## config.mk

```make
export PLATFORM = sky130hd
export DESIGN_NAME = can_tx_scheduler_flat
export DESIGN_NICKNAME = d
export VERILOG_FILES = /design/src/rtl/can_tx_scheduler_if.sv /design/src/rtl/can_tx_scheduler.sv /design/src/flat_wrapper.sv
export SDC_FILE = /design/constraint.sdc
export NUM_CORES = 1
export LEC_CHECK = 0
export CORE_ASPECT_RATIO = 0.75
export CORE_MARGIN = 2
export CORE_UTILIZATION = 46
export DETAILED_ROUTE_END_ITERATION = 16
export PLACE_DENSITY = 0.71
export REMOVE_ABC_BUFFERS = 1
export SKIP_CTS_REPAIR_TIMING = 1
export SYNTH_ARGS = -nofsm -noshare
export SYNTH_HDL_FRONTEND = slang
export SYNTH_SLANG_ARGS = --single-unit
```

## constraint.sdc

```tcl
create_clock -name clk -period 2.35 [get_ports clk]
set_input_delay 0.47 -clock clk [delete_from_list [all_inputs] [get_ports clk]]
set_output_delay 0.47 -clock clk [all_outputs]
set_load 0.005 [all_outputs]
```

## src/rtl/can_tx_scheduler_if.sv

```systemverilog
`default_nettype none
// ============================================================================
// Module   : can_tx_scheduler_if
// Purpose  : Bundles the user word handshake, the packet-controller request
//            and completion signals, and the per-word status outputs of
//            can_tx_scheduler.
// Revision : 1.0 - initial release
// ============================================================================
interface can_tx_scheduler_if;
  // user word handshake
  logic        in_valid;
  logic        in_ready;
  logic [31:0] in_data;
  // packet controller request and completion
  logic        tx_start;
  logic [31:0] tx_data;
  logic        tx_done;
  logic        tx_acked;
  // per-word status
  logic        st_valid;
  logic        st_ok;
  logic        st_timeout;
  logic [3:0]  st_tries;

  // environment side: the user plus the packet controller
  modport master (
    output in_valid, in_data, tx_done, tx_acked,
    input  in_ready, tx_start, tx_data,
    input  st_valid, st_ok, st_timeout, st_tries
  );

  // scheduler side
  modport slave (
    input  in_valid, in_data, tx_done, tx_acked,
    output in_ready, tx_start, tx_data,
    output st_valid, st_ok, st_timeout, st_tries
  );
endinterface
`default_nettype wire

```

## src/rtl/can_tx_scheduler.sv

```systemverilog
`default_nettype none
// ============================================================================
// Module   : can_tx_scheduler
// Purpose  : Buffers 32-bit user words in a small FIFO and hands them one at
//            a time to the packet CAN controller. Each word is retried on a
//            missing ACK up to MAX_TRIES, aborted by a per-attempt watchdog,
//            and reported with a single status pulse.
// Options  : CAN_TX_STAT_CNT_EN adds saturating cnt_ok / cnt_fail outputs.
// Revision : 1.0 - initial release
// ============================================================================
module can_tx_scheduler #(
  parameter int          FIFO_AW     = 2,
  parameter int          MAX_TRIES   = 4,
  parameter logic [31:0] TIMEOUT_CYC = 32'd2000000
) (
  input  wire logic         clk,
  input  wire logic         rstn,
  can_tx_scheduler_if.slave bus,
  output logic              busy
`ifdef CAN_TX_STAT_CNT_EN
  ,
  output logic [15:0]       cnt_ok,
  output logic [15:0]       cnt_fail
`endif
);

  localparam int             DEPTH     = 2**FIFO_AW;
  localparam logic [3:0]     TRIES_MAX = 4'(MAX_TRIES);
  localparam logic [FIFO_AW:0] FULL_CNT = {1'b1, {FIFO_AW{1'b0}}};

  typedef enum logic [2:0] {
    IDLE   = 3'd0,
    LOAD   = 3'd1,
    REQ    = 3'd2,
    GAP    = 3'd3,
    REPORT = 3'd4
  } state_t;

  // FIFO storage and bookkeeping
  logic [31:0]        mem [DEPTH];
  logic [FIFO_AW-1:0] wr_ptr;
  logic [FIFO_AW-1:0] rd_ptr;
  logic [FIFO_AW:0]   count;
  logic               full;
  logic               push;
  logic               pop;

  // FSM state and its registered outputs
  state_t      state,    state_nxt;
  logic        req_q,    req_nxt;
  logic [31:0] word_q,   word_nxt;
  logic [3:0]  tries_q,  tries_nxt;
  logic [31:0] wdog_q,   wdog_nxt;
  logic        stv_q,    stv_nxt;
  logic        sok_q,    sok_nxt;
  logic        stmo_q,   stmo_nxt;
  logic [3:0]  stry_q,   stry_nxt;

  assign full = (count == FULL_CNT);
  // A push while full would be dropped; the handshake never offers one.
  assign push = bus.in_valid && !full;

  // FIFO write port; contents need no reset since count marks validity
  always_ff @(posedge clk) begin
    if (push) mem[wr_ptr] <= bus.in_data;
  end

  // FIFO pointers and occupancy; pointers wrap naturally at the depth
  always_ff @(posedge clk or negedge rstn) begin
    if (!rstn) begin
      wr_ptr <= '0;
      rd_ptr <= '0;
      count  <= '0;
    end else begin
      if (push) wr_ptr <= wr_ptr + FIFO_AW'(1);
      if (pop)  rd_ptr <= rd_ptr + FIFO_AW'(1);
      case ({push, pop})
        2'b10:   count <= count + (FIFO_AW+1)'(1);
        2'b01:   count <= count - (FIFO_AW+1)'(1);
        default: count <= count;
      endcase
    end
  end

  // FSM state register plus all registered request/status outputs
  always_ff @(posedge clk or negedge rstn) begin
    if (!rstn) begin
      state   <= IDLE;
      req_q   <= 1'b0;
      word_q  <= '0;
      tries_q <= '0;
      wdog_q  <= '0;
      stv_q   <= 1'b0;
      sok_q   <= 1'b0;
      stmo_q  <= 1'b0;
      stry_q  <= '0;
    end else begin
      state   <= state_nxt;
      req_q   <= req_nxt;
      word_q  <= word_nxt;
      tries_q <= tries_nxt;
      wdog_q  <= wdog_nxt;
      stv_q   <= stv_nxt;
      sok_q   <= sok_nxt;
      stmo_q  <= stmo_nxt;
      stry_q  <= stry_nxt;
    end
  end

  // FSM next state: fetch, request, retry after a gap, report once per word
  always_comb begin
    state_nxt = state;
    req_nxt   = req_q;
    word_nxt  = word_q;
    tries_nxt = tries_q;
    wdog_nxt  = wdog_q;
    stv_nxt   = 1'b0;
    sok_nxt   = sok_q;
    stmo_nxt  = stmo_q;
    stry_nxt  = stry_q;
    pop       = 1'b0;
    case (state)
      IDLE: begin
        if (count != '0) begin
          pop       = 1'b1;
          word_nxt  = mem[rd_ptr];
          tries_nxt = 4'd1;
          state_nxt = LOAD;
        end
      end
      LOAD: begin
        req_nxt   = 1'b1;
        wdog_nxt  = '0;
        state_nxt = REQ;
      end
      REQ: begin
        if (wdog_q != 32'hFFFF_FFFF) wdog_nxt = wdog_q + 32'd1;
        // A completion in the same cycle as watchdog expiry takes priority.
        if (bus.tx_done) begin
          req_nxt = 1'b0;
          if (bus.tx_acked) begin
            stv_nxt   = 1'b1;
            sok_nxt   = 1'b1;
            stmo_nxt  = 1'b0;
            stry_nxt  = tries_q;
            state_nxt = REPORT;
          end else if (tries_q < TRIES_MAX) begin
            tries_nxt = tries_q + 4'd1;
            state_nxt = GAP;
          end else begin
            stv_nxt   = 1'b1;
            sok_nxt   = 1'b0;
            stmo_nxt  = 1'b0;
            stry_nxt  = tries_q;
            state_nxt = REPORT;
          end
        end else if (wdog_q == TIMEOUT_CYC - 32'd1) begin
          req_nxt   = 1'b0;
          stv_nxt   = 1'b1;
          sok_nxt   = 1'b0;
          stmo_nxt  = 1'b1;
          stry_nxt  = tries_q;
          state_nxt = REPORT;
        end
      end
      GAP:     state_nxt = LOAD;
      REPORT:  state_nxt = IDLE;
      default: state_nxt = IDLE;
    endcase
  end

  assign bus.in_ready   = !full;
  assign bus.tx_start   = req_q;
  assign bus.tx_data    = word_q;
  assign bus.st_valid   = stv_q;
  assign bus.st_ok      = sok_q;
  assign bus.st_timeout = stmo_q;
  assign bus.st_tries   = stry_q;
  assign busy           = (count != '0) || (state != IDLE);

`ifdef CAN_TX_STAT_CNT_EN
  // Saturating delivered / failed word counters driven by the status pulse
  always_ff @(posedge clk or negedge rstn) begin
    if (!rstn) begin
      cnt_ok   <= '0;
      cnt_fail <= '0;
    end else if (stv_q) begin
      if (sok_q) begin
        if (cnt_ok != 16'hFFFF) cnt_ok <= cnt_ok + 16'd1;
      end else begin
        if (cnt_fail != 16'hFFFF) cnt_fail <= cnt_fail + 16'd1;
      end
    end
  end
`endif

endmodule
`default_nettype wire
```

## src/flat_wrapper.sv

```systemverilog
// flat-port wrapper written by rule: the top's interface ports become plain ports
module can_tx_scheduler_flat 
#(
  parameter int          FIFO_AW     = 2,
  parameter int          MAX_TRIES   = 4,
  parameter logic [31:0] TIMEOUT_CYC = 32'd2000000
)
  (clk, rstn, busy, bus_in_valid, bus_in_data, bus_tx_done, bus_tx_acked, bus_in_ready, bus_tx_start, bus_tx_data, bus_st_valid, bus_st_ok, bus_st_timeout, bus_st_tries);
  can_tx_scheduler_if bus_i ();
  input  wire logic clk;
  input  wire logic rstn;
  output logic busy;
  input wire logic [$bits(bus_i.in_valid)-1:0] bus_in_valid;
  input wire logic [$bits(bus_i.in_data)-1:0] bus_in_data;
  input wire logic [$bits(bus_i.tx_done)-1:0] bus_tx_done;
  input wire logic [$bits(bus_i.tx_acked)-1:0] bus_tx_acked;
  output wire logic [$bits(bus_i.in_ready)-1:0] bus_in_ready;
  output wire logic [$bits(bus_i.tx_start)-1:0] bus_tx_start;
  output wire logic [$bits(bus_i.tx_data)-1:0] bus_tx_data;
  output wire logic [$bits(bus_i.st_valid)-1:0] bus_st_valid;
  output wire logic [$bits(bus_i.st_ok)-1:0] bus_st_ok;
  output wire logic [$bits(bus_i.st_timeout)-1:0] bus_st_timeout;
  output wire logic [$bits(bus_i.st_tries)-1:0] bus_st_tries;
  assign bus_i.in_valid = bus_in_valid;
  assign bus_i.in_data = bus_in_data;
  assign bus_i.tx_done = bus_tx_done;
  assign bus_i.tx_acked = bus_tx_acked;
  assign bus_in_ready = bus_i.in_ready;
  assign bus_tx_start = bus_i.tx_start;
  assign bus_tx_data = bus_i.tx_data;
  assign bus_st_valid = bus_i.st_valid;
  assign bus_st_ok = bus_i.st_ok;
  assign bus_st_timeout = bus_i.st_timeout;
  assign bus_st_tries = bus_i.st_tries;
  can_tx_scheduler #(.FIFO_AW(FIFO_AW), .MAX_TRIES(MAX_TRIES), .TIMEOUT_CYC(TIMEOUT_CYC)) u_core (.clk(clk), .rstn(rstn), .bus(bus_i), .busy(busy));
endmodule
```

==> flow_metrics.py, run 1 <==
metrics = {
    "critical_path": {
        "cp_max_fo": 6,
        "required_ns": 2.79,
        "end_kind": "flip-flop",
        "worst_setup_path_start_kind": "flip-flop",
        "crit_chain": "ha_1 > nand3_1 > nor3_1 > nand4_1 > a21oi_1 > buf_4 > a221o_1",
        "critPathMaxStageDelay_ns": 0.45,
        "r2r_slack_ns": 0.07,
        "path_class": "flip-flop to flip-flop",
        "crit_arrival_ns": 2.72,
        "crit_slowest_cell": "nor3_1",
    },
    "run_status": {
        "status": "completed",
    },
    "flow_run": {
        "maxCapViolations": 0,
    },
    "pwr": {
        "leakagePower_nw": 4.27,
        "irDropWorstVdd_uv": 570,
        "power.total_mw": 12.9,
        "power_density_nw_per_um2": 1170,
    },
    "placement": {
        "gp_congestion": 0.900,
        "place_area_um2": 10200,
        "numPortBuffers": 78,
        "place.detailed.hpwl_um": 12700,
    },
    "detailed_routing": {
        "vias_per_cell": 5.68,
        "vias": 5806,
        "drtPass1Iterations": 5,
        "ant_nets": 0,
        "drtIter0Drc": 441,
        "drc": 0,
        "finalWirelength_um": 20000,
        "wire_per_inst_um": 19.6,
    },
    "cts": {
        "root_buffer": "clkbuf_16",
        "numCtsBuffers": 21,
        "clk_pin_slew_worst_paths_ns": 0.07,
        "clockBufferDepth": 3,
        "worstSkewPairLatency_ns": 0.49,
        "cts_sinks": 214,
        "ctsHtreeMaxLevel": 1,
        "cts_tree": "done",
    },
    "global_route": {
        "antenna_found_initial": 0,
        "grt_pass1_vias": 5947,
        "grt_pass1_wl_um": 31700,
        "gr-total-overflow": 0,
        "grt.total_usage_pct": 19.8,
        "grt_max_degree": 42,
    },
    "floorplan": {
        "die_area_um2": 20500,
        "ioPinCount": 79,
        "dieHeight_um": 124,
        "start_util_pct": 46.4,
        "rows": 44,
        "coreArea_um2": 19200,
        "die_w_um": 165,
    },
    "yosys": {
        "synth_area_um2": 8890,
        "ys_seq_area_share_pct": 67.4,
        "yosysUniqueCellTypes": 62,
        "synth_top_family_by_area": "simple AND/OR/NAND/NOR gates",
        "synth_adder_area_share_pct": 1.21,
        "yosys_warnings": 0,
        "muxShareOfSynthArea_pct": 8.95,
        "yosys.area_share.simple_pct": 13.7,
        "synthFlopType": "edfxtp_1",
        "synth-edff-count": 128,
        "synth_compound_area_share_pct": 5.84,
        "ys_seq_elements": 214,
        "synth_cells": 642,
        "synth_xor_area_share_pct": 0.788,
        "async_flop_share_pct": 40.2,
        "synth_area_per_cell_um2": 13.8,
    },
    "cells_and_area": {
        "layout.nets": 800,
        "final_cell_mix": "nand2_1 (130), edfxtp_1 (128), dfrtp_1 (85)",
        "drive_gt1_share_pct": 17.0,
        "num_antenna_cells": 0,
        "layout_commonest_cell": "nand2_1",
        "syn_to_final_growth_pct": 23.5,
        "design_area_um2": 11000,
    },
    "timing": {
        "hold_violations": 0,
        "worst_pin_slew_ns": 0.652,
        "drv_slew": 0,
        "setup_viol": 0,
        "rsz0062_at_grt": "yes",
        "slew_headroom_pct": 56.5,
        "clock-skew-final_ns": 0.0130,
        "fmax_mhz": 439,
        "post-route-period-util_pct": 97.0,
        "min_period_ns": 2.28,
    },
    "hold_path": {
        "hold_path.class": "flip-flop to flip-flop",
    },
}
==> worst paths after layout <==
| path | start | to | cells past startpoint |
|---|---|---|---|
| min in group asynchronous | rstn | u_core.wdog_q[23] | 2 |
| max in group asynchronous | rstn | u_core.bus.tx_data[27] | 3 |
| max reg2reg | u_core.wdog_q[0] | u_core.wdog_q[13] | 7 |
| min | u_core.bus.tx_data[8] | u_core.bus.tx_data[8] | 2 |
| min reg2reg | u_core.bus.tx_data[8] | u_core.bus.tx_data[8] | 2 |
| max | u_core.wdog_q[0] | u_core.wdog_q[13] | 7 |
==> per-stage QoR <==
| stage | util (%) | worst slack, ns | hold WS [ns] | TNS (ns) | cells |
|---|---|---|---|---|---|
| floorplan | - | -0.935 | 0.174 | -7.37 | 613 |
| global placement | 53.4 | 0.110 | 0.456 | 0 | 981 |
| detailed placement | 53.4 | -0.0214 | 0.466 | -0.0214 | 981 |
| CTS | 57.0 | -0.116 | -0.0558 | -0.131 | 1018 |
| global route | 57.3 | 0.00820 | 0.509 | 0 | 1022 |
| finish | 57.3 | 0.0702 | 0.473 | 0 | 1022 |
==> cell type report <==
class	instances	area, um2
clock buffer	26	564
clock inverter	11	135
fill	1514	8180
inverter	19	71.3
multi-input combinational	380	2730
sequential	214	6000
tap	253	317
timing repair buffer	119	1170
==> worst max-delay path, delay by kind of cell (launching register included) <==
| kind | cells | cell delay (ns) |
|---|---|---|
| and+or+nand+nor | 3 | 0.96 |
| AOI/OAI and AO/OA | 2 | 0.47 |
| adders and majority gates | 1 | 0.23 |
| buffers and inverters | 1 | 0.21 |
| DFF | 1 | 0.37 |
==> synth_stat cells, types with 4 or more instances <==
| master | count | area, um2 |
|---|---|---|
| nand2_1 | 130 | 488 |
| edfxtp_1 | 128 | 3840 |
| dfrtp_1 | 86 | 2150 |
| mux4_2 | 32 | 721 |
| nor2_1 | 24 | 90.1 |
| clkbuf_1 | 19 | 71.3 |
| o21ai_0 | 19 | 95.1 |
| inv_1 | 18 | 67.6 |
| nor3_1 | 15 | 75.1 |
| a21oi_1 | 14 | 70.1 |
| nand3_1 | 12 | 60.1 |
| nand4_1 | 12 | 75.1 |
| a31oi_1 | 10 | 62.6 |
| and3_1 | 9 | 56.3 |
| nor4_1 | 8 | 50.1 |
| a211o_1 | 7 | 61.3 |
| ha_1 | 7 | 87.6 |
| o211ai_1 | 7 | 52.6 |
| buf_1 | 6 | 22.5 |
| or4_1 | 6 | 45.0 |
| nand2b_1 | 5 | 31.3 |
| xnor2_1 | 5 | 43.8 |
| and2_1 | 4 | 25.0 |
| and4_1 | 4 | 35.0 |
| mux2_2 | 4 | 45.0 |
==> per-layer routing <==
metal	global-route usage, %	vias up	share of wire (%)
met4	4.71	0	1.9
met1	27.7	2997	43
li1	-	2615	-
met5	0	-	0
met2	32.8	165	50
met3	3.20	29	5.3
==> where the power goes <==
part,internal (mW),leakage (nW),switching (mW)
Combinational,1.92,1.64,2.17
Sequential,4.92,2.28,0.456
Clock,2.04,0.343,1.38
==> registers in the layout, indices dropped and copies added, names as in the netlist, 2 cells and up <==
signal               flops
u_core.rd_ptr            2
u_core.mem             128
u_core.bus.tx_data      32
u_core.bus.st_tries      4
u_core.state             3
u_core.wdog_q           32
u_core.wr_ptr            2
u_core.tries_q           4
u_core.count             3
==> cells by family (layout without fill, tap and decap cells) <==
logic type | Yosys count | after routing
buffers and inverters | 48 | 175
multiplexers | 39 | 39
AO/OA/AOI/OAI | 78 | 78
adder cells (fa/ha/maj) | 8 | 8
AND/OR/NAND/NOR | 247 | 247
flip-flops | 214 | 214
XOR/XNOR | 8 | 8
(Power assumes the default switching activity.)
==> inputs of run 2 (changes only) <==
--- a/config.mk
+++ b/config.mk
@@ -5,10 +5,12 @@
 export SDC_FILE = /design/constraint.sdc
 export NUM_CORES = 1
 export LEC_CHECK = 0
+export CAP_MARGIN = 20
 export CORE_ASPECT_RATIO = 0.75
-export CORE_MARGIN = 2
+export CORE_MARGIN = 5
 export CORE_UTILIZATION = 46
 export DETAILED_ROUTE_END_ITERATION = 16
+export GPL_TIMING_DRIVEN = 1
 export PLACE_DENSITY = 0.71
 export REMOVE_ABC_BUFFERS = 1
 export SKIP_CTS_REPAIR_TIMING = 1
==> run 2 against run 1 <==
Net effect: sequential share of layout area is 0.18 points higher; first-iteration DRC count increased by 23%; setup slack better by 0.056 ns; critical path depth unchanged; global-route usage is 1.3 points lower; total power is 2.3% lower; combinational power barely moved.
==> flow_metrics.py, run 2 (synthesis gave the netlist of run 1 again) <==
metrics = {
    "hold_path": {
        "hold_path.class": "input port to asynchronous set/reset pin",
    },
    "global_route": {
        "grt.total_usage_pct": 18.5,
        "grt_pass1_wl_um": 32400,
        "antenna_found_initial": 0,
        "gr-total-overflow": 0,
        "grt_max_degree": 42,
        "grt_pass1_vias": 5865,
    },
    "critical_path": {
        "r2r_slack_ns": 0.13,
        "critPathMostFrequentCell": "buf_4",
        "worst_setup_path_start_kind": "flip-flop",
        "cp_max_fo": 5,
        "required_ns": 2.75,
        "critPathMaxStageDelay_ns": 0.64,
        "timing.critical_path.max_delay_family": "simple AND/OR/NAND/NOR gates",
        "path_class": "flip-flop to flip-flop",
        "cp_num_cells": 7,
        "crit_slowest_cell": "or4_1",
        "r2r_cells": 7,
        "crit_chain": "buf_4 > nand4_1 > or4_1 > nor4_4 > buf_4 > o21ai_2 > o211ai_1",
        "crit_path_end": "u_core.wdog_q[30]",
        "worstSetupStartpoint": "u_core.wdog_q[27]",
        "rr_startpoint": "u_core.wdog_q[27]",
        "crit_buf_inv": 2,
        "crit_arrival_ns": 2.63,
        "end_kind": "flip-flop",
        "r2r_end": "u_core.wdog_q[30]",
    },
    "floorplan": {
        "coreArea_um2": 19200,
        "ioPinCount": 79,
        "die_area_um2": 22200,
        "rows": 44,
        "dieHeight_um": 130,
        "start_util_pct": 46.4,
        "die_w_um": 171,
    },
    "cells_and_area": {
        "n_fill_cell": 1492,
        "design_area_um2": 10900,
        "syn_to_final_growth_pct": 23.1,
        "final_cell_mix": "nand2_1 (130), edfxtp_1 (128), dfrtp_1 (85)",
        "layout.nets": 801,
        "layout_commonest_cell": "nand2_1",
        "regMostFlops": "u_core.mem",
        "largest_register_ffs": 128,
        "fin_cells": 1023,
        "drive_gt1_share_pct": 17.1,
        "num_antenna_cells": 0,
    },
    "detailed_routing": {
        "routed-wl-met2_um": 9700,
        "vias": 5808,
        "wire_per_inst_um": 19.8,
        "maxUsedRoutingLayer": "met4",
        "drtIter0Drc": 544,
        "finalWirelength_um": 20300,
        "wl_met3_um": 1350,
        "wl_met1_um": 8900,
        "drc": 0,
        "ant_nets": 0,
        "drtPass1Iterations": 5,
        "vias_per_cell": 5.68,
    },
    "run_status": {
        "status": "completed",
    },
    "timing": {
        "hold_violations": 0,
        "min_period_ns": 2.22,
        "fmax_mhz": 450,
        "drv_slew": 0,
        "slew_headroom_pct": 57.1,
        "post-route-period-util_pct": 94.6,
        "hold_ws_ns": 0.0111,
        "finalWorstSetupSlack_ns": 0.126,
        "rsz0062_at_grt": "no",
        "clock-skew-final_ns": 0.00889,
        "setup_viol": 0,
        "worst_pin_slew_ns": 0.644,
    },
    "flow_run": {
        "maxCapViolations": 0,
    },
    "cts": {
        "cts_sinks": 214,
        "root_buffer": "clkbuf_16",
        "clockBufferDepth": 3,
        "numCtsBuffers": 21,
        "worstSkewPairLatency_ns": 0.49,
        "cts_tree": "done",
        "ctsHtreeMaxLevel": 1,
        "clk_pin_slew_worst_paths_ns": 0.06,
    },
    "placement": {
        "detailedPlace.worstSlack_ns": 0.0409,
        "place.detailed.hpwl_um": 13200,
        "gp_congestion": 0.914,
        "place_area_um2": 10200,
        "place_inst": 983,
        "numPortBuffers": 78,
    },
    "pwr": {
        "irDropWorstVdd_uv": 674,
        "leakagePower_nw": 4.26,
        "power_density_nw_per_um2": 1150,
    },
}
==> run 2: cell count changes in the layout (fill, tap and decap cells not counted) <==
cell           change
nor3_2             +1
clkinv_1           +3
dlygate4sd3_1      -1
or4_1              -1
clkinv_2           -1
clkinvlp_4         -2
nor4_1             -1
clkbuf_1           +1
bufinv_16          -2
nor3_1             -1
buf_4              +2
or4_4              +1
clkinv_4           +1
nor4_2             +1
==> run 2: layout make-up <==
type,instances,area [um2],share of cell area [%]
clock buffer,27,568,5.19
clock inverter,10,75.1,0.686
inverter,19,71.3,0.652
multi-input combinational,380,2750,25.1
sequential,214,6000,54.8
tap,253,317,2.89
timing repair buffer,120,1170,10.7
==> run 2: worst min-delay path by stage <==
| stage | endpoint | slack, ns | cells past startpoint | startpoint |
|---|---|---|---|---|
| 6_report | u_core.bus.tx_data[25] | 0.01 | 1 | rstn |
| 5_1_grt | u_core.bus.tx_data[25] | 0.04 | 1 | rstn |
| 4_1_cts | u_core.bus.tx_data[25] | 0.02 | 1 | rstn |
| 3_5_place_dp | u_core.bus.tx_data[3] | 0.46 | 2 | u_core.bus.tx_data[3] |
| 3_3_place_gp | u_core.bus.tx_data[3] | 0.46 | 2 | u_core.bus.tx_data[3] |
| 2_1_floorplan | u_core.bus.st_ok | 0.17 | 0 | rstn |
==> run 2: through the flow <==
step           utilization, %  total power, mW  setup TNS, ns
2_1_floorplan               -             7.57          -7.37
3_3_place_gp             53.5             9.35              0
3_5_place_dp             53.5             9.54              0
4_1_cts                  56.8             12.7        -0.0740
5_1_grt                  57.1             13.3              0
6_report                 57.1             12.6              0
==> run 2: report_power, final <==
group	internal, mW	switching, mW	total [mW]	leakage, nW
sequential	4.93	0.391	5.32	2.28
combinational	1.90	2.21	4.10	1.65
clock	1.81	1.35	3.16	0.320
==> run 2: per-layer routing <==
metal | track usage, % | up-vias
met3 | 3.19 | 31
met4 | 3.76 | 0
met1 | 26.8 | 2938
met5 | 0 | -
li1 | - | 2639
met2 | 30.0 | 200
==> inputs of run 3 (changes only) <==
--- a/config.mk
+++ b/config.mk
@@ -7,9 +7,10 @@
 export LEC_CHECK = 0
 export CAP_MARGIN = 20
 export CORE_ASPECT_RATIO = 0.75
-export CORE_MARGIN = 5
+export CORE_MARGIN = 2
 export CORE_UTILIZATION = 46
 export DETAILED_ROUTE_END_ITERATION = 16
+export GPL_ROUTABILITY_DRIVEN = 0
 export GPL_TIMING_DRIVEN = 1
 export PLACE_DENSITY = 0.71
 export REMOVE_ABC_BUFFERS = 1
==> run 3 against run 2 <==
Net effect: the flow now finishes with violations (setup timing); sequential share of layout area up 0.18 points; register-to-register slack worse by 0.02 ns; combinational power down 2%; global-route usage is 1.1 points higher; critical path type is now flip-flop to output pin; via count down 0.17%; total power increased by 0.20%; core utilization decreased by 0.19 points; non-clock buffer count fell by 5; setup slack got worse by 0.16 ns; first-iteration DRC count is 14% lower.
==> flow_metrics.py, run 3 (synthesis gave the netlist of run 1 again) <==
metrics = {
    "cells_and_area": {
        "layout.nets": 796,
        "fin_cells": 1019,
        "num_antenna_cells": 0,
        "layout_commonest_cell": "nand2_1",
        "n_fill_cell": 1497,
        "final_util_pct": 56.9,
        "regMostFlops": "u_core.mem",
        "drive_gt1_share_pct": 15.7,
        "final_cell_mix": "nand2_1 (130), edfxtp_1 (128), dfrtp_1 (85)",
        "syn_to_final_growth_pct": 22.7,
        "largest_register_ffs": 128,
    },
    "timing": {
        "hold_violations": 0,
        "rsz0062_at_grt": "yes",
        "slew_headroom_pct": 64.2,
        "setup_viol": 1,
        "finalWorstSetupSlack_ns": -0.0322,
        "drv_slew": 0,
        "fmax_mhz": 420,
        "min_period_ns": 2.38,
        "worst_pin_slew_ns": 0.537,
        "setup_tns_ns": -0.0322,
        "clock-skew-final_ns": 0.00849,
        "post-route-period-util_pct": 101,
    },
    "critical_path": {
        "r2r_end": "u_core.wdog_q[0]",
        "crit_arrival_ns": 1.91,
        "rr_startpoint": "u_core.wdog_q[1]",
        "required_ns": 1.88,
        "r2r_slack_ns": 0.11,
        "worst_setup_path_start_kind": "flip-flop",
        "path_class": "flip-flop to output pin",
        "critPathMaxStageDelay_ns": 0.45,
        "end_kind": "output pin",
        "cp_max_fo": 4,
        "r2r_cells": 6,
        "crit_slowest_cell": "clkdlybuf4s50_1",
        "crit_chain": "or3_4 > nand2b_1 > clkdlybuf4s50_1",
    },
    "placement": {
        "place_inst": 980,
        "numPortBuffers": 78,
        "detailedPlace.worstSlack_ns": 0.0150,
        "place.detailed.hpwl_um": 12600,
    },
    "detailed_routing": {
        "drc": 0,
        "vias_per_cell": 5.69,
        "drtPass1Iterations": 5,
        "drtIter0Drc": 468,
        "finalWirelength_um": 19600,
        "wire_per_inst_um": 19.2,
        "vias": 5798,
        "ant_nets": 0,
    },
    "flow_run": {
        "maxCapViolations": 0,
    },
    "pwr": {
        "p_int_mw": 8.68,
        "power_density_nw_per_um2": 1160,
        "seq_power_share_pct": 42.9,
        "irDropWorstVdd_uv": 612,
        "switching_share_pct": 31.2,
        "p_comb_share_pct": 32.0,
        "leakagePower_nw": 4.22,
        "p_sw_mw": 3.93,
        "p_clk_share_pct": 25.1,
        "power.total_mw": 12.6,
    },
    "global_route": {
        "grt.total_usage_pct": 19.6,
        "gr-total-overflow": 0,
        "grt_pass1_vias": 5986,
        "grt_pass1_wl_um": 31500,
        "antenna_found_initial": 0,
        "grt_max_degree": 38,
    },
    "cts": {
        "clk_pin_slew_worst_paths_ns": 0.06,
        "clockBufferDepth": 3,
        "worstSkewPairLatency_ns": 0.49,
        "cts_tree": "done",
        "ctsHtreeMaxLevel": 1,
        "numCtsBuffers": 21,
        "cts_sinks": 214,
        "root_buffer": "clkbuf_16",
    },
    "floorplan": {
        "rows": 44,
        "start_util_pct": 46.4,
        "coreArea_um2": 19200,
        "die_w_um": 165,
        "die_area_um2": 20500,
        "ioPinCount": 79,
        "dieHeight_um": 124,
    },
    "run_status": {
        "violations": "setup timing",
        "status": "complete, but fails checks",
    },
    "hold_path": {
        "hold-path-endpoint": "u_core.bus.tx_data[13]",
        "hp-start": "u_core.bus.tx_data[13]",
        "whs_path_depth": 2,
        "hold_path.class": "flip-flop to flip-flop",
    },
}
==> run 3: final cells by class <==
| type | count | area [um2] | share of cell area, % |
|---|---|---|---|
| Timing Repair Buffer | 115 | 1150 | 10.5 |
| Tap cell | 253 | 317 | 2.90 |
| Inverter | 19 | 71.3 | 0.654 |
| Sequential cell | 214 | 6000 | 55.0 |
| Clock buffer | 31 | 583 | 5.34 |
| Multi-Input combinational cell | 380 | 2730 | 25.0 |
| Clock inverter | 7 | 63.8 | 0.585 |
==> run 3: how the worst max path moves through the flow <==
stage / startpoint / to / slack, ns / cells after the start
4_1_cts: u_core.count[0] / busy / -0.11 / 3
2_1_floorplan: u_core.count[0] / u_core.count[2] / -0.94 / 9
3_5_place_dp: u_core.wdog_q[2] / u_core.wdog_q[25] / 0.02 / 5
5_1_grt: u_core.count[0] / busy / -0.1 / 3
3_3_place_gp: bus_in_valid / u_core.count[2] / 0.11 / 9
6_report: u_core.count[0] / busy / -0.03 / 3
==> run 3: critical path: cells and delay by family, from the launching register on <==
family        cells  cell delay, ns
flops             1            0.41
simple gates      2            0.56
buf+inv           1            0.45
==> run 3: metal layers <==
metal / vias up / GRT usage, % / part of all wire [%]
met3: 37 / 2.76 / 5.4
met2: 189 / 32.5 / 49
met1: 2951 / 27.5 / 44
met4: 0 / 4.86 / 2.1
li1: 2621 / - / -
met5: - / 0 / 0
==> run 3: power by group through the flow <==
| stage | Sequential (mW) | Combinational, mW | Clock (mW) |
|---|---|---|---|
| finish | 5.41 | 4.03 | 3.17 |
| global route | 5.50 | 4.42 | 3.36 |
| CTS | 5.41 | 4.09 | 3.23 |
| detailed placement | 5.48 | 4.07 | 0 |
| global placement | 5.41 | 3.94 | 0 |
| floorplan | 5.52 | 2.05 | 0 |
==> run 3: through the flow <==
stage / hold WS (ns) / area [um2]
2_1_floorplan: 0.174 / 8770
3_3_place_gp: 0.456 / 10200
3_5_place_dp: 0.466 / 10200
4_1_cts: -0.0380 / 10900
5_1_grt: 0.500 / 10900
6_report: 0.478 / 10900
